===== src/rtl/avmm_timer_pkg.sv =====
// Register map, CTRL bit positions and small helpers shared by the
// Avalon-MM cycle timer and its counter core.
package avmm_timer_pkg;

    localparam logic [31:0] ID_VALUE_DEFAULT = 32'h7EC3_0001;
    localparam int          CNT_W_DEFAULT    = 64;

    localparam logic [2:0] ADDR_CTRL    = 3'd0;
    localparam logic [2:0] ADDR_CNT_LO  = 3'd1;
    localparam logic [2:0] ADDR_CNT_HI  = 3'd2;
    localparam logic [2:0] ADDR_CMP_LO  = 3'd3;
    localparam logic [2:0] ADDR_SCRATCH = 3'd4;
    localparam logic [2:0] ADDR_ID      = 3'd5;

    // Command bits in a CTRL write (byte lane 0 only)
    localparam int CTRL_START   = 0;
    localparam int CTRL_STOP    = 1;
    localparam int CTRL_CLEAR   = 2;
    localparam int CTRL_IRQ_ACK = 3;

    // Status bits seen on a CTRL read; packed order gives running at bit 0
    typedef struct packed {
        logic irq_pending;
        logic overflow;
        logic running;
    } timer_status_t;

    function automatic logic [31:0] status_word(input timer_status_t s);
        status_word = {29'd0, s};
    endfunction

    function automatic logic [31:0] be_merge(
        input logic [31:0] old_v,
        input logic [31:0] new_v,
        input logic [3:0]  be
    );
        logic [31:0] res;
        for (int i = 0; i < 4; i++) begin
            res[i*8 +: 8] = be[i] ? new_v[i*8 +: 8] : old_v[i*8 +: 8];
        end
        return res;
    endfunction

endpackage


===== src/rtl/cycle_counter64.sv =====
// 64-bit free-running counter with start/stop/clear control and a sticky
// wrap flag. STOP beats START, CLEAR beats counting and wrap.
module cycle_counter64
    import avmm_timer_pkg::*;
#(
    parameter int           W    = CNT_W_DEFAULT,
    parameter logic [W-1:0] INIT = '0
)(
    input  logic         clk,
    input  logic         rst_n,
    input  logic         i_start,
    input  logic         i_stop,
    input  logic         i_clear,
    output logic [W-1:0] o_count,
    output logic         o_running,
    output logic         o_overflow,
    output logic         o_step
);

    logic [W-1:0] r_count;
    logic         r_running;
    logic         r_overflow;
    logic         w_step;
    logic         w_wrap;

    // A STOP arriving on an edge suppresses the increment on that same edge
    assign w_step = r_running & ~i_stop & ~i_clear;
    assign w_wrap = w_step & (&r_count);

    always_ff @(posedge clk or negedge rst_n) begin
        if (!rst_n) begin
            r_count <= INIT;
        end else if (i_clear) begin
            r_count <= '0;
        end else if (w_step) begin
            r_count <= r_count + W'(1);
        end
    end

    always_ff @(posedge clk or negedge rst_n) begin
        if (!rst_n) begin
            r_running <= 1'b0;
        end else if (i_stop) begin
            r_running <= 1'b0;
        end else if (i_start) begin
            r_running <= 1'b1;
        end
    end

    always_ff @(posedge clk or negedge rst_n) begin
        if (!rst_n) begin
            r_overflow <= 1'b0;
        end else if (i_clear) begin
            r_overflow <= 1'b0;
        end else if (w_wrap) begin
            r_overflow <= 1'b1;
        end
    end

    assign o_count    = r_count;
    assign o_running  = r_running;
    assign o_overflow = r_overflow;
    assign o_step     = w_step;

endmodule


===== src/rtl/avmm_cycle_timer.sv =====
// Avalon-MM cycle timer: 64-bit counter, coherent LO/HI readout through a
// shadow, compare interrupt on the low word, scratch and ID registers.
module avmm_cycle_timer
    import avmm_timer_pkg::*;
#(
    parameter logic [31:0]      ID_VALUE = ID_VALUE_DEFAULT,
    parameter int               CNT_W    = CNT_W_DEFAULT,
    // Counter value after reset; nonzero starts the count just short of a carry or wrap
    parameter logic [CNT_W-1:0] CNT_INIT = '0
)(
    input  logic        clk_50,
    input  logic        reset_n,
    input  logic [2:0]  avs_address,
    input  logic        avs_read,
    input  logic        avs_write,
    input  logic [31:0] avs_writedata,
    input  logic [3:0]  avs_byteenable,
    output logic [31:0] avs_readdata,
    output logic        avs_readdatavalid,
    output logic        avs_waitrequest,
    output logic        irq
);

    logic             w_wr;
    logic             w_rd;
    logic             w_ctrl_wr;
    logic             w_start;
    logic             w_stop;
    logic             w_clear;
    logic             w_ack;
    logic [CNT_W-1:0] w_count;
    logic             w_running;
    logic             w_overflow;
    logic             w_step;
    logic [31:0]      w_lo_next;
    logic             w_cmp_hit;
    logic [31:0]      w_rdata;
    timer_status_t    w_status;

    logic [31:0]      r_shadow;
    logic [31:0]      r_cmp_lo;
    logic [31:0]      r_scratch;
    logic             r_irq_pending;
    logic [31:0]      r_rdata;
    logic             r_rdv;

    // Valid/ready: waitrequest is never raised, so a request is accepted on the
    // edge where it is presented; a read answers with a one-cycle readdatavalid
    // on the next cycle. Read and write together is resolved as a write.
    assign w_wr = avs_write;
    assign w_rd = avs_read & ~avs_write;

    assign w_ctrl_wr = w_wr && (avs_address == ADDR_CTRL) && avs_byteenable[0];
    assign w_start   = w_ctrl_wr & avs_writedata[CTRL_START];
    assign w_stop    = w_ctrl_wr & avs_writedata[CTRL_STOP];
    assign w_clear   = w_ctrl_wr & avs_writedata[CTRL_CLEAR];
    assign w_ack     = w_ctrl_wr & avs_writedata[CTRL_IRQ_ACK];

    cycle_counter64 #(
        .W    (CNT_W),
        .INIT (CNT_INIT)
    ) u_counter (
        .clk        (clk_50),
        .rst_n      (reset_n),
        .i_start    (w_start),
        .i_stop     (w_stop),
        .i_clear    (w_clear),
        .o_count    (w_count),
        .o_running  (w_running),
        .o_overflow (w_overflow),
        .o_step     (w_step)
    );

    // Compare against the value the low word takes on this edge
    assign w_lo_next = w_count[31:0] + 32'd1;
    assign w_cmp_hit = w_step && (w_lo_next == r_cmp_lo);

    always_ff @(posedge clk_50 or negedge reset_n) begin
        if (!reset_n) begin
            r_irq_pending <= 1'b0;
        end else if (w_cmp_hit) begin
            r_irq_pending <= 1'b1;
        end else if (w_clear || w_ack) begin
            r_irq_pending <= 1'b0;
        end
    end

    // A LO read captures the pre-increment high word so the HI read cannot tear
    always_ff @(posedge clk_50 or negedge reset_n) begin
        if (!reset_n) begin
            r_shadow <= '0;
        end else if (w_clear) begin
            r_shadow <= '0;
        end else if (w_rd && (avs_address == ADDR_CNT_LO)) begin
            r_shadow <= w_count[CNT_W-1:32];
        end
    end

    always_ff @(posedge clk_50 or negedge reset_n) begin
        if (!reset_n) begin
            r_cmp_lo  <= '0;
            r_scratch <= '0;
        end else if (w_wr) begin
            if (avs_address == ADDR_CMP_LO) begin
                r_cmp_lo <= be_merge(r_cmp_lo, avs_writedata, avs_byteenable);
            end
            if (avs_address == ADDR_SCRATCH) begin
                r_scratch <= be_merge(r_scratch, avs_writedata, avs_byteenable);
            end
        end
    end

    assign w_status.irq_pending = r_irq_pending;
    assign w_status.overflow    = w_overflow;
    assign w_status.running     = w_running;

    always_comb begin
        w_rdata = '0;
        case (avs_address)
            ADDR_CTRL:    w_rdata = status_word(w_status);
            ADDR_CNT_LO:  w_rdata = w_count[31:0];
            ADDR_CNT_HI:  w_rdata = r_shadow;
            ADDR_CMP_LO:  w_rdata = r_cmp_lo;
            ADDR_SCRATCH: w_rdata = r_scratch;
            ADDR_ID:      w_rdata = ID_VALUE;
            default:      w_rdata = '0;
        endcase
    end

    always_ff @(posedge clk_50 or negedge reset_n) begin
        if (!reset_n) begin
            r_rdv   <= 1'b0;
            r_rdata <= '0;
        end else begin
            r_rdv   <= w_rd;
            r_rdata <= w_rd ? w_rdata : 32'd0;
        end
    end

    assign avs_readdata      = r_rdata;
    assign avs_readdatavalid = r_rdv;
    assign avs_waitrequest   = 1'b0;
    assign irq               = r_irq_pending;

endmodule

===== config.mk =====
export PLATFORM = sky130hd
export DESIGN_NAME = avmm_cycle_timer
export DESIGN_NICKNAME = d
export VERILOG_FILES = /design/src/rtl/avmm_timer_pkg.sv /design/src/rtl/cycle_counter64.sv /design/src/rtl/avmm_cycle_timer.sv
export SDC_FILE = /design/constraint.sdc
export NUM_CORES = 1
export LEC_CHECK = 0
export ABC_AREA = 1
export CAP_MARGIN = 25
export CORE_MARGIN = 2
export CORE_UTILIZATION = 60
export DETAILED_ROUTE_END_ITERATION = 10
export GPL_TIMING_DRIVEN = 0
export PLACE_DENSITY_LB_ADDON = 0.3
export SLEW_MARGIN = 25
export SYNTH_ARGS = -nofsm -noshare
export SYNTH_HDL_FRONTEND = slang
export SYNTH_HIERARCHICAL = 1
export SYNTH_SLANG_ARGS = --single-unit

===== constraint.sdc =====
create_clock -name clk_50 -period 4.3 [get_ports clk_50]
set_clock_uncertainty 0.05 [all_clocks]
set_input_delay 0.645 -clock clk_50 [delete_from_list [all_inputs] [get_ports clk_50]]
set_output_delay 0.645 -clock clk_50 [all_outputs]
set_load 0.02 [all_outputs]

# Word-level counts from Yosys, hierarchy flattened
# Cells that the tools add are included.
[totals]
ff_bits = 196
input_bits = 43
out_inout_bits = 35
elab_cells = 66
[op_classes]
addsub = 2
n_eq_ne = 6
n_mux = 12
bitwise_logic = 11
reduce_logical = 20
[ops]
columns = ["operator", "n"]
rows = [
  ["32-bit case mux with 6 select lines", 1],
  ["64-bit two-way mux", 2],
  ["32-bit two-way mux", 3],
  ["64-bit by 1-bit adder with 64-bit output (second input constant)", 1],
  ["64-bit AND reduction", 1],
  ["32-bit by 1-bit adder with 32-bit output (second input constant)", 1],
  ["32-bit equality test", 1],
  ["3-bit AND reduction", 8],
  ["2-bit nonzero test", 5],
  ["1-bit AND", 8],
  ["3-bit by 2-bit equality test with 1-bit output (second input constant)", 2],
  ["3-bit equality test (second input constant)", 2],
  ["1-bit two-way mux", 6],
  ["1-bit logical AND", 4],
  ["3-bit by 1-bit equality test with 1-bit output (second input constant)", 1],
  ["3-bit zero test", 1],
  ["1-bit NOT", 3],
  ["1-bit logical OR", 1],
]

# Logic depth before layout (Yosys ltp)
[depth]
depth_word = 10
ltp_mapped = 19
depth_no_buf = 19

# Hierarchy
# Netlist, hierarchy kept.
[by_module_without_submodules]
columns = ["module", "n_inst", "cells_each", "area_per_inst_um2", "seq_area_each_um2"]
rows = [
  ["avmm_cycle_timer", 1, 898, 6825.3, 3253.1],
  ["cycle_counter64", 1, 622, 4136.5, 1651.6],
]

# Worst setup path before layout
# OpenSTA, ideal clock, no wires.
[synth_timing]
path_type = "input-to-reg"
startpoint = "input port avs_address[1]"
endpoint = "register r_irq_pending, in the netlist irq"
setup_time_ns = 0.121
arrival_ns = 2.281
required_ns = 4.129
setup_slack_ns = 1.848
cell_stages = 19
n_path_buf = 2
cell_sequence = "nor2_1 -> nand2_1 -> nor2_1 -> inv_1 -> nor2_1 -> clkbuf_1 -> buf_2 -> nor2_1 -> a21boi_0 -> nand3_1 -> nor2_1 -> nand2_1 -> nor2_1 -> nand2_1 -> nor2_1 -> nand3_1 -> nor2_1 -> nand2_1 -> nand2_1"
[synth_between]
word_cells_on_any_way = 14
cone_classes = "1 x mux; 7 x bitwise; 6 x reduce/logical"
[synth_lines]
columns = ["element", "line", "text"]
rows = [
  ["start: declaration", "avmm_cycle_timer.sv:13", "input logic [2:0] avs_address,"],
  ["3-bit zero test *", "avmm_cycle_timer.sv:53", "assign w_ctrl_wr = w_wr && (avs_address == ADDR_CTRL) && avs_byteenable[0];"],
  ["1-bit logical AND * (2 in a row)", "avmm_cycle_timer.sv:53", ""],
  ["1-bit AND *", "avmm_cycle_timer.sv:56", "assign w_clear = w_ctrl_wr & avs_writedata[CTRL_CLEAR];"],
  ["named net w_clear", "avmm_cycle_timer.sv:29", "logic w_clear;"],
  ["1-bit NOT *", "cycle_counter64.sv:27", "assign w_step = r_running & ~i_stop & ~i_clear;"],
  ["1-bit AND *", "cycle_counter64.sv:27", ""],
  ["named net w_step", "avmm_cycle_timer.sv:34", "logic w_step;"],
  ["1-bit logical AND *", "avmm_cycle_timer.sv:76", "assign w_cmp_hit = w_step && (w_lo_next == r_cmp_lo);"],
  ["1-bit two-way mux / 2-bit nonzero test (equally long branches)", "-", ""],
  ["end signal: assignment", "avmm_cycle_timer.sv:80", "r_irq_pending <= 1'b0;"],
  ["end signal: assignment", "avmm_cycle_timer.sv:82", "r_irq_pending <= 1'b1;"],
  ["end signal: assignment", "avmm_cycle_timer.sv:84", "r_irq_pending <= 1'b0;"],
  ["end: declaration", "avmm_cycle_timer.sv:43", "logic r_irq_pending;"],
]
# Mark *: on every way through the listed nets, which the timed path passes. The rest lies on a longest branch.
# A chain may end at the register's enable or synchronous reset.

# Worst setup path in the final report
[layout_timing]
startpoint = "input port avs_address[2]"
endpoint = "register r_irq_pending, in the netlist irq"
# The elaborated chain is that of the path after synthesis.

==> run metrics <==
status finished, final reports clean; DRT iter0 DRCs 964; dpl cells roughly 1800; Place WS 0.226 ns; # resized after CTS 0; Clock transition at path regs ~0.07 ns; asr flop ratio synth 1.00; Avg Cell Area, Syn 7.21 um^2; Rel. slew slack 0.348; Port-buffer cells 76; power per cell area approximately 380 nW/um^2; WS Path Type input port to flop; Syn-to-layout area delta 15.1%; Crit Path Max Fanout 16; Netlist Area Pre-Place about 11000 um^2; CTS buffer count 17; final net count 1662; CP arrival approximately 4.0 ns; post-route ant nets 0; total setup buffers inserted after CTS 0; diode count 0; CTS tree built; Cell Area, Placed 12100 um^2; Routed wire per std cell between 15 and 20 um; Clock Latency Late Sink ~0.44 ns; met2 Usage GRT 0.606; DRT Pass-1 Iters 6; grt peak-use layer met2; M1 GR Usage 0.508; largest net degree at the start of global routing 81; required time of the critical path 4.63 ns; RSZ-0062 raised after global routing false; share of the clock period used by the worst path 0.852; Setup TNS 0 ns; die width between 100 and 150 um; fin util 0.702; CP Launch Type input port; Initial Util 0.610; routed vias/inst between 5 and 6; number of max-slew violations in the final report 0; post-synthesis sequential area ratio 0.447; Worst-Margin Slew ~1 ns; Finished Cell Area about 13000 um^2; CTS Root Cell clkbuf_16; Synth cell types 43; Max Fclk between 200 and 300 MHz; first-pass GRT wire length 56600 um; Site Rows 49; Post-Syn Nets approximately 1600; Post-DP HPWL around 28000 um; commonest non-fill, non-tap cell in the layout nand2_1; worst hold margin roughly 0.052 ns; CTS Buffer Depth 2; drt total wl around 36000 um; maxcap violations 0; vias in the first global route 10400; gr ovfl total 0; All-Layer GR Usage 0.381; most frequent cells in the layout nand2_1 (479), nor2_1 (206), dfrtp_1 (196), inv_1 (163), o21ai_0 (123); # fillers approximately 1500; CTS Hold Bufs 0; fraction of layout cells with a size suffix above 1 0.0620; drc violations 0; Final Instance Count excl. Fillers roughly 1900; flops & latches, synth approximately 200; Final Power a little under 5 mW; Final min period ~3.7 ns; VDD IR max roughly 0.45 mV; Post-synth EDFFs 0; main flop type after synthesis dfrtp_1; I/O pin total 78; die area around 19000 um^2; Fin. Hold Viols 0; synth warn 6; Leak 5.86 nW; initial antenna violation count 0; core region area 18000 um^2; worst hold path class input port to asynchronous set/reset pin; vias roughly 11000; Sink Count just under 200; die height roughly 140 um; Cells after Synth about 1500; Final Setup Violations 0; met3 Usage GRT 0.0649; Final Wtd Congestion 0.973; setup ws final 0.637 ns; CP Capture Type flop; CTS H-tree depth 4
## final cells by class
cell class / instances / area [um^2] / area share
Multi-Input combinational cell: 1113 / 5250 / 0.416
Sequential cell: 196 / 4900 / 0.389
Timing Repair Buffer: 78 / 821 / 0.0650
Inverter: 175 / 657 / 0.0521
Clock buffer: 25 / 475 / 0.0377
Tap cell: 229 / 287 / 0.0227
Buffer: 36 / 149 / 0.0118
Clock inverter: 7 / 73.8 / 0.00585
## routing by layer
| layer | vias up | share of wire |
|---|---|---|
| li1 | 5061 | - |
| met1 | 4975 | 0.40 |
| met2 | 534 | 0.46 |
| met3 | 113 | 0.083 |
| met4 | 0 | 0.058 |
| met5 | - | 0 |
## kinds of logic (layout without fill, tap and decap cells)
kind of cell	count (synthesis)	count (layout)	synth area share
buffers and inverters	211	321	0.0735
AND/OR/NAND/NOR	838	838	0.326
adder cells (fa/ha/maj)	2	2	0.00228
XOR/XNOR	29	29	0.0232
flip-flops	196	196	0.447
other	1	1	0.000342
AO/OA/AOI/OAI	243	243	0.127
## worst max-delay path, stage by stage
cell and delay (ns):
clkdlybuf4s50_1 0.59, inv_1 0.11, nand2_1 0.13, nor2_1 0.05, inv_1 0.14, nor2_1 0.08
clkbuf_1 0.25, buf_2 0.31, nor2_1 0.26, a21boi_0 0.21, nand3_1 0.10, nor2_1 0.13
nand2_1 0.07, nor2_1 0.12, nand2_1 0.07, nor2_1 0.22, nand3_1 0.10, nor2_1 0.15
nand2_1 0.16, nand2_1 0.09
## synth_stat cells, types with 7 or more instances
library cell  instances  area share
inv_2                 8      0.0027
inv_1               163       0.056
xor2_1               16       0.013
nor3_1                9      0.0041
nand2_2              13      0.0074
o21bai_1              9      0.0062
a41oi_1               7      0.0056
nor2_2               16      0.0091
nor2_1              206       0.071
dfrtp_1             196        0.45
a31oi_1               8      0.0046
nand4_1              20       0.011
clkbuf_1             25      0.0086
nand3_1              56       0.026
o21ai_0             123       0.056
a21oi_1              57       0.026
a221oi_1             21       0.017
nand2_1             479        0.16
buf_2                 8      0.0037
nor2_4               16       0.016
xnor2_1              13       0.010
## power by group
group          switching, mW  leakage (nW)  internal, mW
clock                  0.692         0.266         0.833
sequential             0.324          2.59          2.07
combinational          0.541          3.00         0.347
## flip-flops by register name, indices dropped and copies added (netlist names)
name and cells:
r_shadow 32, r_cmp_lo 32, r_scratch 32, u_counter/o_running 1
u_counter/o_count 64, u_counter/o_overflow 1, irq 1, avs_readdata 32
avs_readdatavalid 1
## path summary, 6_finish.rpt
| path | cells past startpoint | to | startpoint | slack, ns |
|---|---|---|---|---|
| max | 20 | irq | avs_address[2] | 0.64 |
| min | 1 | avs_readdata[6] | reset_n | 0.05 |
| max reg2reg | 15 | irq | u_counter/o_count[0] | 1.68 |
| min reg2reg | 2 | r_scratch[26] | r_scratch[26] | 0.44 |
| max in group asynchronous | 2 | u_counter/o_count[54] | reset_n | 3.41 |
| min in group clk_50 | 2 | r_scratch[26] | r_scratch[26] | 0.44 |
(Power assumes the default switching activity.)
